### config.mk
export PLATFORM = sky130hd
export DESIGN_NAME = btn_debounce
export DESIGN_NICKNAME = d
export VERILOG_FILES = /design/src/rtl/btn_debounce.sv
export SDC_FILE = /design/constraint.sdc
export NUM_CORES = 1
export LEC_CHECK = 0
export ABC_AREA = 1
export CAP_MARGIN = 20
export CORE_UTILIZATION = 63
export DETAILED_ROUTE_END_ITERATION = 10
export HOLD_SLACK_MARGIN = 0.08
export PLACE_DENSITY = 0.83
export RECOVER_POWER = 50
export SKIP_CTS_REPAIR_TIMING = 1
export SLEW_MARGIN = 20
export SYNTH_ARGS = -nofsm -noshare
export SYNTH_HDL_FRONTEND = slang
export SYNTH_HIERARCHICAL = 1
export SYNTH_SLANG_ARGS = --single-unit
### constraint.sdc
create_clock -name clk -period 1.7 [get_ports clk]
set_clock_uncertainty 0.05 [all_clocks]
set_input_delay 0.51 -clock clk [delete_from_list [all_inputs] [get_ports clk]]
set_output_delay 0.51 -clock clk [all_outputs]
set_load 0.01 [all_outputs]
### src/rtl/btn_debounce.sv
// Multi-channel push-button conditioner: per-channel two-flop synchroniser,
// counter debouncer, registered press/release pulses and optional auto-repeat.

module btn_debounce_lane #(
  parameter int DEBOUNCE_CYCLES = 100000,
  parameter int REPEAT_EN       = 1,
  parameter int REPEAT_DELAY    = 50000000,
  parameter int REPEAT_RATE     = 10000000
) (
  input  logic clk,
  input  logic rst,
  input  logic btn,
  output logic level,
  output logic press,
  output logic lift
);
  localparam int DW   = $clog2(DEBOUNCE_CYCLES);
  localparam int RMAX = (REPEAT_DELAY > REPEAT_RATE) ? REPEAT_DELAY : REPEAT_RATE;
  localparam int RW   = (RMAX > 1) ? $clog2(RMAX) : 1;
  localparam logic [DW-1:0] DB_LAST   = DW'(DEBOUNCE_CYCLES - 1);
  localparam logic [RW-1:0] DLY_LAST  = RW'(REPEAT_DELAY - 1);
  localparam logic [RW-1:0] RATE_LAST = RW'(REPEAT_RATE - 1);

  logic          s1, s2;
  logic [DW-1:0] db_cnt;
  logic [RW-1:0] rp_cnt;
  logic          steady;
  logic          accept;
  logic          rp_hit;

  assign accept = (s2 != level) && (db_cnt == DB_LAST);
  assign rp_hit = steady ? (rp_cnt == RATE_LAST) : (rp_cnt == DLY_LAST);

  always_ff @(posedge clk) begin
    if (rst) begin
      s1     <= 1'b0;
      s2     <= 1'b0;
      db_cnt <= '0;
      level  <= 1'b0;
      press  <= 1'b0;
      lift   <= 1'b0;
      rp_cnt <= '0;
      steady <= 1'b0;
    end else begin
      s1    <= btn;
      s2    <= s1;
      press <= 1'b0;
      lift  <= 1'b0;

      // any single cycle of agreement restarts the count
      if (s2 == level)
        db_cnt <= '0;
      else if (db_cnt == DB_LAST) begin
        db_cnt <= '0;
        level  <= s2;
      end else
        db_cnt <= db_cnt + 1'b1;

      // accepted edges win over a repeat that would land on the same cycle
      if (accept && s2) begin
        press  <= 1'b1;
        rp_cnt <= '0;
        steady <= 1'b0;
      end else if (accept) begin
        lift   <= 1'b1;
        rp_cnt <= '0;
        steady <= 1'b0;
      end else if ((REPEAT_EN != 0) && level) begin
        if (rp_hit) begin
          press  <= 1'b1;
          rp_cnt <= '0;
          steady <= 1'b1;
        end else
          rp_cnt <= rp_cnt + 1'b1;
      end
    end
  end
endmodule

module btn_debounce #(
  parameter int N_BTN           = 5,
  parameter int DEBOUNCE_CYCLES = 100000,
  parameter int REPEAT_EN       = 1,
  parameter int REPEAT_DELAY    = 50000000,
  parameter int REPEAT_RATE     = 10000000
) (
  input  logic             clk,
  input  logic             rst,
  input  logic [N_BTN-1:0] btn,
  output logic [N_BTN-1:0] btn_level,
  output logic [N_BTN-1:0] btn_press,
  output logic [N_BTN-1:0] btn_release
);
  for (genvar i = 0; i < N_BTN; i++) begin : g_lane
    btn_debounce_lane #(
      .DEBOUNCE_CYCLES(DEBOUNCE_CYCLES),
      .REPEAT_EN      (REPEAT_EN),
      .REPEAT_DELAY   (REPEAT_DELAY),
      .REPEAT_RATE    (REPEAT_RATE)
    ) u_lane (
      .clk  (clk),
      .rst  (rst),
      .btn  (btn[i]),
      .level(btn_level[i]),
      .press(btn_press[i]),
      .lift (btn_release[i])
    );
  end
endmodule

-- Word-level counts from Yosys, hierarchy flattened
Index checks and enable logic that the tools add are counted.
- $add $sub $neg: 10
- bitwise logic cells: 5
- muxes and demuxes: 35
- equal/unequal tests: 25
- reductions and logical operators: 35
- operator list (operator ; number):
    adder 26 x 1 -> 26 bit (second input constant) ; 5
    == test 26 x 24 -> 1 bit (second input constant) ; 5
    == test 26 bit (second input constant) ; 5
    two-way mux 26 bit ; 5
    adder 17 x 1 -> 17 bit (second input constant) ; 5
    == test 17 bit (second input constant) ; 5
    two-way mux 1 bit ; 30
    OR reduction 3 bit ; 10
    AND reduction 2 bit ; 10
    logical AND 1 bit ; 10
    OR reduction 2 bit ; 5
    == test 1 bit ; 5
    inequality test 1 bit ; 5
    inverter 1 bit ; 5
- bits in registers: 245
- input bits: 7
- output and inout bits: 15
- word-level logic and storage cells: 150

-- Depth between registers and ports, before layout
Gate-level depths: netlist of run 1.
- depth in word-level cells: 6
- depth in mapped cells: 11

-- By module
The synthesis of run 1 kept the hierarchy.
- modules (own cells, without submodules) (module ; cells an instance ; times used ; area each (um^2)):
    btn_debounce_lane at g_lane[0].u_lane ... ; 379 ; 4 ; 2560.0
    btn_debounce_lane at g_lane[4].u_lane ; 390 ; 1 ; 2621.3

-- Worst setup path before layout of run 1
No wires, ideal clock.
- kind: flip-flop to flip-flop
- start: register g_lane[0].u_lane.db_cnt[0]
- end: register g_lane[0].u_lane.rp_cnt[15]
- stages on the path, launching flop included: 12
- period minus slack after synthesis: 1.538 ns
- setup time: 0.117 ns
- arrival time: 1.371 ns
- data required time: 1.533 ns
- path slack: 0.162 ns
- path through: dfxtp_1 > ha_1 > nand2_4 > nor2_4 > nand2_1 > nor2_2 > nand3_2 > nand2_4 > inv_4 > nand2_4 > buf_8 > nor2_1
- longest elaborated chain between the ends: 4
- RTL lines (what ; RTL line ; RTL):
    start: declaration ; 25 ; logic [DW-1:0] db_cnt;
    start signal: assignment ; 57 ; db_cnt <= db_cnt + 1'b1;
    == test 17 bit (*) ; 31 ; assign accept = (s2 != level) && (db_cnt == DB_LAST);
    logical AND 1 bit (*) ; 31 ;
    logical AND 1 bit ; 60 ; if (accept && s2) begin
    OR reduction 3 bit (no line) (*) ; - ;
    end signal: assignment ; 74 ; rp_cnt <= rp_cnt + 1'b1;
    end: declaration ; 26 ; logic [RW-1:0] rp_cnt;
Every way passes the cells marked *; elsewhere a longest branch is shown, timed or not.
A chain may end at the register's enable or synchronous reset.

-- Worst setup path after layout of run 1
- start: register g_lane[2].u_lane.level
- end: output btn_level[2]
- RTL lines (what ; RTL line ; RTL):
    start: declaration ; 13 ; output logic level,
    start signal: assignment ; 39 ; level <= 1'b0;
    start signal: assignment ; 55 ; level <= s2;
    end: declaration ; 90 ; output logic [N_BTN-1:0] btn_level,
No word-level cell between the ends.

==> impl_metrics.ini, run 1 <==
[pwr]
irDropWorstVdd_mv = 0.678
power_density_nw_per_um2 = 802
p_leak_nw = 5.90
power_mw = 12.0

[critical_path]
critPathLaunch = g_lane[2].u_lane/level
rr_startpoint = g_lane[2].u_lane/rp_cnt[0]
worstSetupPathType = reg2out
path_cells = dlymetal6s2s_1
critPathTopFamily = flip-flops
path_buf_inv = 1
cpMaxStageDelayCell = dfxtp_4
worstPathMaxFanout = 6
cp-start-kind = flip-flop
cp-end-kind = primary output
slowest_delay_ns = 0.40
worstPathArrival_ns = 1.10
cp.required_ns = 1.14

[routing]
dr_total_vias = 12100
post_drt_via_cell_ratio = 5.28
wire_per_inst_um = 12.7
ant_nets = 0
drtIter0Drc = 668
routed_wl_um = 29100
dr.pass1.iters = 5
drc = 0

[layout]
multi_input_area_um2 = 7070
drive_gt1_share_pct = 11.5
area_growth_pct = 15.9
num-fill-cells = 1493
layoutNonFillerInstCount = 2286
seq_area_um2 = 4910
finalNetCount = 2018
final_cell_mix = 414 x nand2_1, 408 x nor2_1, 252 x inv_1
n_antenna_cell = 0
final_common_cell = nand2_1

[yosys]
syn_nets = 1923
netlist_instances = 1906
ys.flop_type = dfxtp_1
synth_warnings = 6
synthDistinctLibCells = 39
avgSynthCellArea_um2 = 6.75
seq_area_frac_synth_pct = 38.1
synth_edf_count = 0
synthArstFlopShare_pct = 0
syn_area_um2 = 12900
synth_seq_cells = 245

[cts]
cts_tree = built
cts_sinks = 245
clkLatencyLatePin_ns = 0.52
htree_num_levels = 1
cts_root_buf = clkbuf_16
numCtsBuffers = 26
cts.path.max_buffers = 3
path_clk_slew_ns = 0.06

[timing]
setup_viol_count_final = 0
fin_crit_ns = 1.66
timing.final.hold_violations = 0
maxSlewHeadroom_pct = 67.8
post-route-period-util_pct = 97.9
slew_violations = 0
rsz0062_at_grt = yes
fmax_mhz = 601
timing.hold.ws_ns = 0.361
tightest_slew_ns = 0.479

[global_routing]
grt_max_degree = 18
grt_pass1_wl_um = 47000
antenna_found_initial = 0
grt_pass1_vias = 11000
grt_overflow = 0
grt_use_total_pct = 26.9

[die]
die_y_um = 145
ioPinCount = 22
rows = 51
die-area_um2 = 21000
core_um2 = 19700
die_w_um = 145
start_util_pct = 65.2

[job]
cap_viol_max_count = 0

[place]
post-place-cells = 2223
io_buffers = 21
dp_hpwl_um = 19900
gp_congestion = 0.973

[hold_path]
worstHoldPathType = reg2reg
min_from = g_lane[2].u_lane/s1

[status]
status = finished, final reports clean
flip-flops by register name, indices dropped and copies added, names as in the netlist:
name / cells
g_lane.u_lane/lift: 5
g_lane.u_lane/steady: 5
g_lane.u_lane/press: 5
g_lane.u_lane/rp_cnt: 130
g_lane.u_lane/s1: 5
g_lane.u_lane/s2: 5
g_lane.u_lane/level: 5
g_lane.u_lane/db_cnt: 85
per-stage QoR:
stage / utilization [%] / cell area [um^2] / worst slack, ns / setup TNS, ns
2_1_floorplan: - / 12900 / 0.162 / 0
3_3_place_gp: 69.3 / 13700 / -0.241 / -20.23
3_5_place_dp: 69.3 / 13700 / -0.269 / -26.93
4_1_cts: 74.0 / 14600 / -0.475 / -5.31
5_1_grt: 75.6 / 14900 / -0.0720 / -1.33
6_report: 75.6 / 14900 / 0.0355 / 0
synth_stat cells, types with 10 or more instances:
cell,n,area (um^2)
nor2_1,418,1570
nand2_1,415,1560
inv_1,252,946
dfxtp_1,245,4900
nand3_1,147,736
xor2_1,90,788
nor3_1,60,300
a21oi_1,37,185
nand4_1,34,213
nor2_2,29,181
o21ai_0,26,130
nand3_2,16,160
xnor2_1,16,140
nand2_4,13,146
or2_0,12,75.1
ha_1,10,125
cells by family after synthesis:
| family | share of synthesized area (%) |
|---|---|
| compound gates | 3.15 |
| xor+xnor | 7.22 |
| fa+ha+maj | 0.973 |
| buf+inv | 8.83 |
| flops | 38.1 |
| simple gates | 41.7 |
where the power goes:
part	leakage [nW]	switching, mW	internal (mW)
Clock	0.460	2.30	3.69
Sequential	1.98	0.00911	5.75
Combinational	3.46	0.137	0.0652
layer usage:
metal | share of wire, % | up-vias | GRT usage [%]
li1 | - | 6142 | -
met5 | 0 | - | 0
met2 | 49 | 354 | 48.9
met4 | 2.2 | 0 | 7.48
met3 | 5.5 | 63 | 3.39
met1 | 44 | 5512 | 33.3
final cells by class:
class | count | share of cell area [%]
Sequential cell | 245 | 33.0
Multi-Input combinational cell | 1390 | 47.5
Inverter | 261 | 6.66
Tap cell | 265 | 2.23
Clock inverter | 10 | 0.856
Clock buffer | 38 | 5.35
Timing Repair Buffer | 77 | 4.49
worst paths after layout:
check	endpoint	slack [ns]	cells after the start
worst min-delay path	g_lane[2].u_lane/s2	0.36	2
worst max register to register	g_lane[2].u_lane/steady	0.06	8
worst min register to register	g_lane[2].u_lane/s2	0.36	2
worst max-delay path	btn_level[2]	0.04	1
Power figures use the tool's default switching activity.
==> inputs of run 2 (changes only) <==
- TNS_END_PERCENT: unset -> 10
- clock period: 1.7 -> 1.8 ns (I/O delays scaled with it)
==> run 2 against run 1 <==
Cell area fell by 3.3%. Clock power fell by 8.7%. Critical path type is now reg2reg. Power is 7.3% lower. Largest cell class unchanged. Routed wire length decreased by 4.9%. Sequential share of layout area grew 1.1 points. First-iteration DRC count down 1.8%. Setup slack improved by 0.032 ns. Hold slack worse by 0.0093 ns. Final cell count down 1.6%.
==> impl_metrics.ini, run 2 (synthesized netlist as in run 1, its figures left out) <==
[status]
status = finished, final reports clean

[critical_path]
cp.required_ns = 2.17
rr_startpoint = g_lane[0].u_lane/rp_cnt[0]
cp-end-kind = flip-flop
worstSetupPathType = reg2reg
rr_worst_depth = 8
slowest_delay_ns = 0.39
worstPathArrival_ns = 2.10
worstPathMaxFanout = 16
regToRegSetupSlack_ns = 0.07
cp-start-kind = flip-flop
reg2reg_to = g_lane[0].u_lane/rp_cnt[22]
cpMaxStageDelayCell = dfxtp_1
path_cells = ha_1 > nand2_1 > nor2_1 > nand2_1 > nor2_2 > nand3_4 > nand2_8 > nor2_1

[timing]
slew_violations = 0
fin_crit_ns = 1.73
timing.hold.ws_ns = 0.352
fmax_mhz = 577
post-route-period-util_pct = 96.3
setup_viol_count_final = 0
tns_ns = 0
maxSlewHeadroom_pct = 71.0
timing.final.hold_violations = 0
tightest_slew_ns = 0.431

[place]
gp_congestion = 0.957
dp_hpwl_um = 19700
io_buffers = 21
post-place-cells = 2203

[hold_path]
holdPathStages = 2
worstHoldPathType = reg2reg
min_from = g_lane[0].u_lane/s1
holdPathEnd = g_lane[0].u_lane/s2

[global_routing]
grt_max_degree = 18
antenna_found_initial = 0
grt_pass1_vias = 10900
grt_pass1_wl_um = 46800
grt_overflow = 0
grt_use_total_pct = 26.9

[die]
die-area_um2 = 21000
ioPinCount = 22
core_um2 = 19700
die_w_um = 145
rows = 51
die_y_um = 145
start_util_pct = 65.2

[layout]
final_cell_mix = 418 x nand2_1, 416 x nor2_1, 252 x inv_1
largest_register_ffs = 130
layoutNonFillerInstCount = 2249
final_common_cell = nand2_1
finalNetCount = 1983
num-fill-cells = 1575
seq_area_um2 = 4910
reg_top3 = g_lane.u_lane/rp_cnt: 130 flops, g_lane.u_lane/db_cnt: 85 flops
n_antenna_cell = 0
utilization_pct = 73.1
multi_input_area_um2 = 6850
area_growth_pct = 12.0
drive_gt1_share_pct = 8.27
largest-register = g_lane.u_lane/rp_cnt

[routing]
routed_wl_um = 27700
drc = 0
wire_per_inst_um = 12.3
post_drt_via_cell_ratio = 5.22
dr_total_vias = 11700
drtIter0Drc = 656
dr.pass1.iters = 5
ant_nets = 0

[cts]
path_clk_slew_ns = 0.06
htree_num_levels = 1
cts_tree = built
numCtsBuffers = 26
cts_root_buf = clkbuf_16
clkLatencyLatePin_ns = 0.53
cts.path.max_buffers = 3
cts_sinks = 245

[pwr]
p_leak_nw = 5.66
power_density_nw_per_um2 = 769
irDropWorstVdd_mv = 0.698

[job]
cap_viol_max_count = 0
[run 2: changes by cell type in the layout (fill, tap and decap cells not counted), sizes merged]
cell,change
clkinvlp,+1
clkbuf,-4
dlymetal6s4s,+5
buf,-28
dlymetal6s2s,-5
clkinv,-1
nand2,-5
[run 2: power by group]
group / switching, mW / internal [mW] / leakage [nW] / total, mW
Combinational: 0.116 / 0.0534 / 3.25 / 0.169
Clock: 2.14 / 3.33 / 0.430 / 5.47
Sequential: 0.00872 / 5.44 / 1.98 / 5.44
Total: 2.27 / 8.82 / 5.66 / 11.1
[run 2: routing by layer]
layer | vias to the layer above | GRT usage [%] | share of wire (%)
li1 | 6061 | - | -
met1 | 5348 | 33.7 | 45
met2 | 283 | 47.6 | 48
met3 | 47 | 3.59 | 4.6
met4 | 0 | 8.31 | 2.3
met5 | - | 0 | 0
[run 2: layout make-up]
type / count / share of cell area [%]
multi-input cells: 1385 / 47.6
flip-flops and latches: 245 / 34.1
inverters: 261 / 6.87
clock buffers: 36 / 5.20
repair buffers: 47 / 3.06
well taps: 265 / 2.30
clock inverters: 10 / 0.929
[run 2: critical path, delay by kind of cell, from the launching register on]
kind                       cells  cell delay [ns]
and+or+nand+nor                7             0.96
DFF                            1             0.39
adders and majority gates      1             0.22
[run 2: worst max-delay path by stage]
| stage | startpoint | to | slack, ns | cells past startpoint |
|---|---|---|---|---|
| floorplan | g_lane[0].u_lane/db_cnt[0] | g_lane[0].u_lane/rp_cnt[15] | 0.26 | 11 |
| global placement | rst | g_lane[3].u_lane/rp_cnt[22] | -0.07 | 7 |
| detailed placement | rst | g_lane[0].u_lane/rp_cnt[22] | -0.12 | 7 |
| CTS | g_lane[4].u_lane/level | btn_level[4] | -0.42 | 1 |
| global route | g_lane[3].u_lane/rp_cnt[0] | g_lane[3].u_lane/rp_cnt[22] | -0.06 | 8 |
| finish | g_lane[0].u_lane/rp_cnt[0] | g_lane[0].u_lane/rp_cnt[22] | 0.07 | 8 |
[run 2: per-stage QoR]
step | total power [mW] | cell area, um^2 | setup WS (ns)
floorplan | 5.67 | 12900 | 0.262
CTS | 11.2 | 14400 | -0.421
global route | 11.4 | 14400 | -0.0620
finish | 11.1 | 14400 | 0.0672
detailed placement | 5.74 | 13500 | -0.121
global placement | 5.74 | 13500 | -0.0695
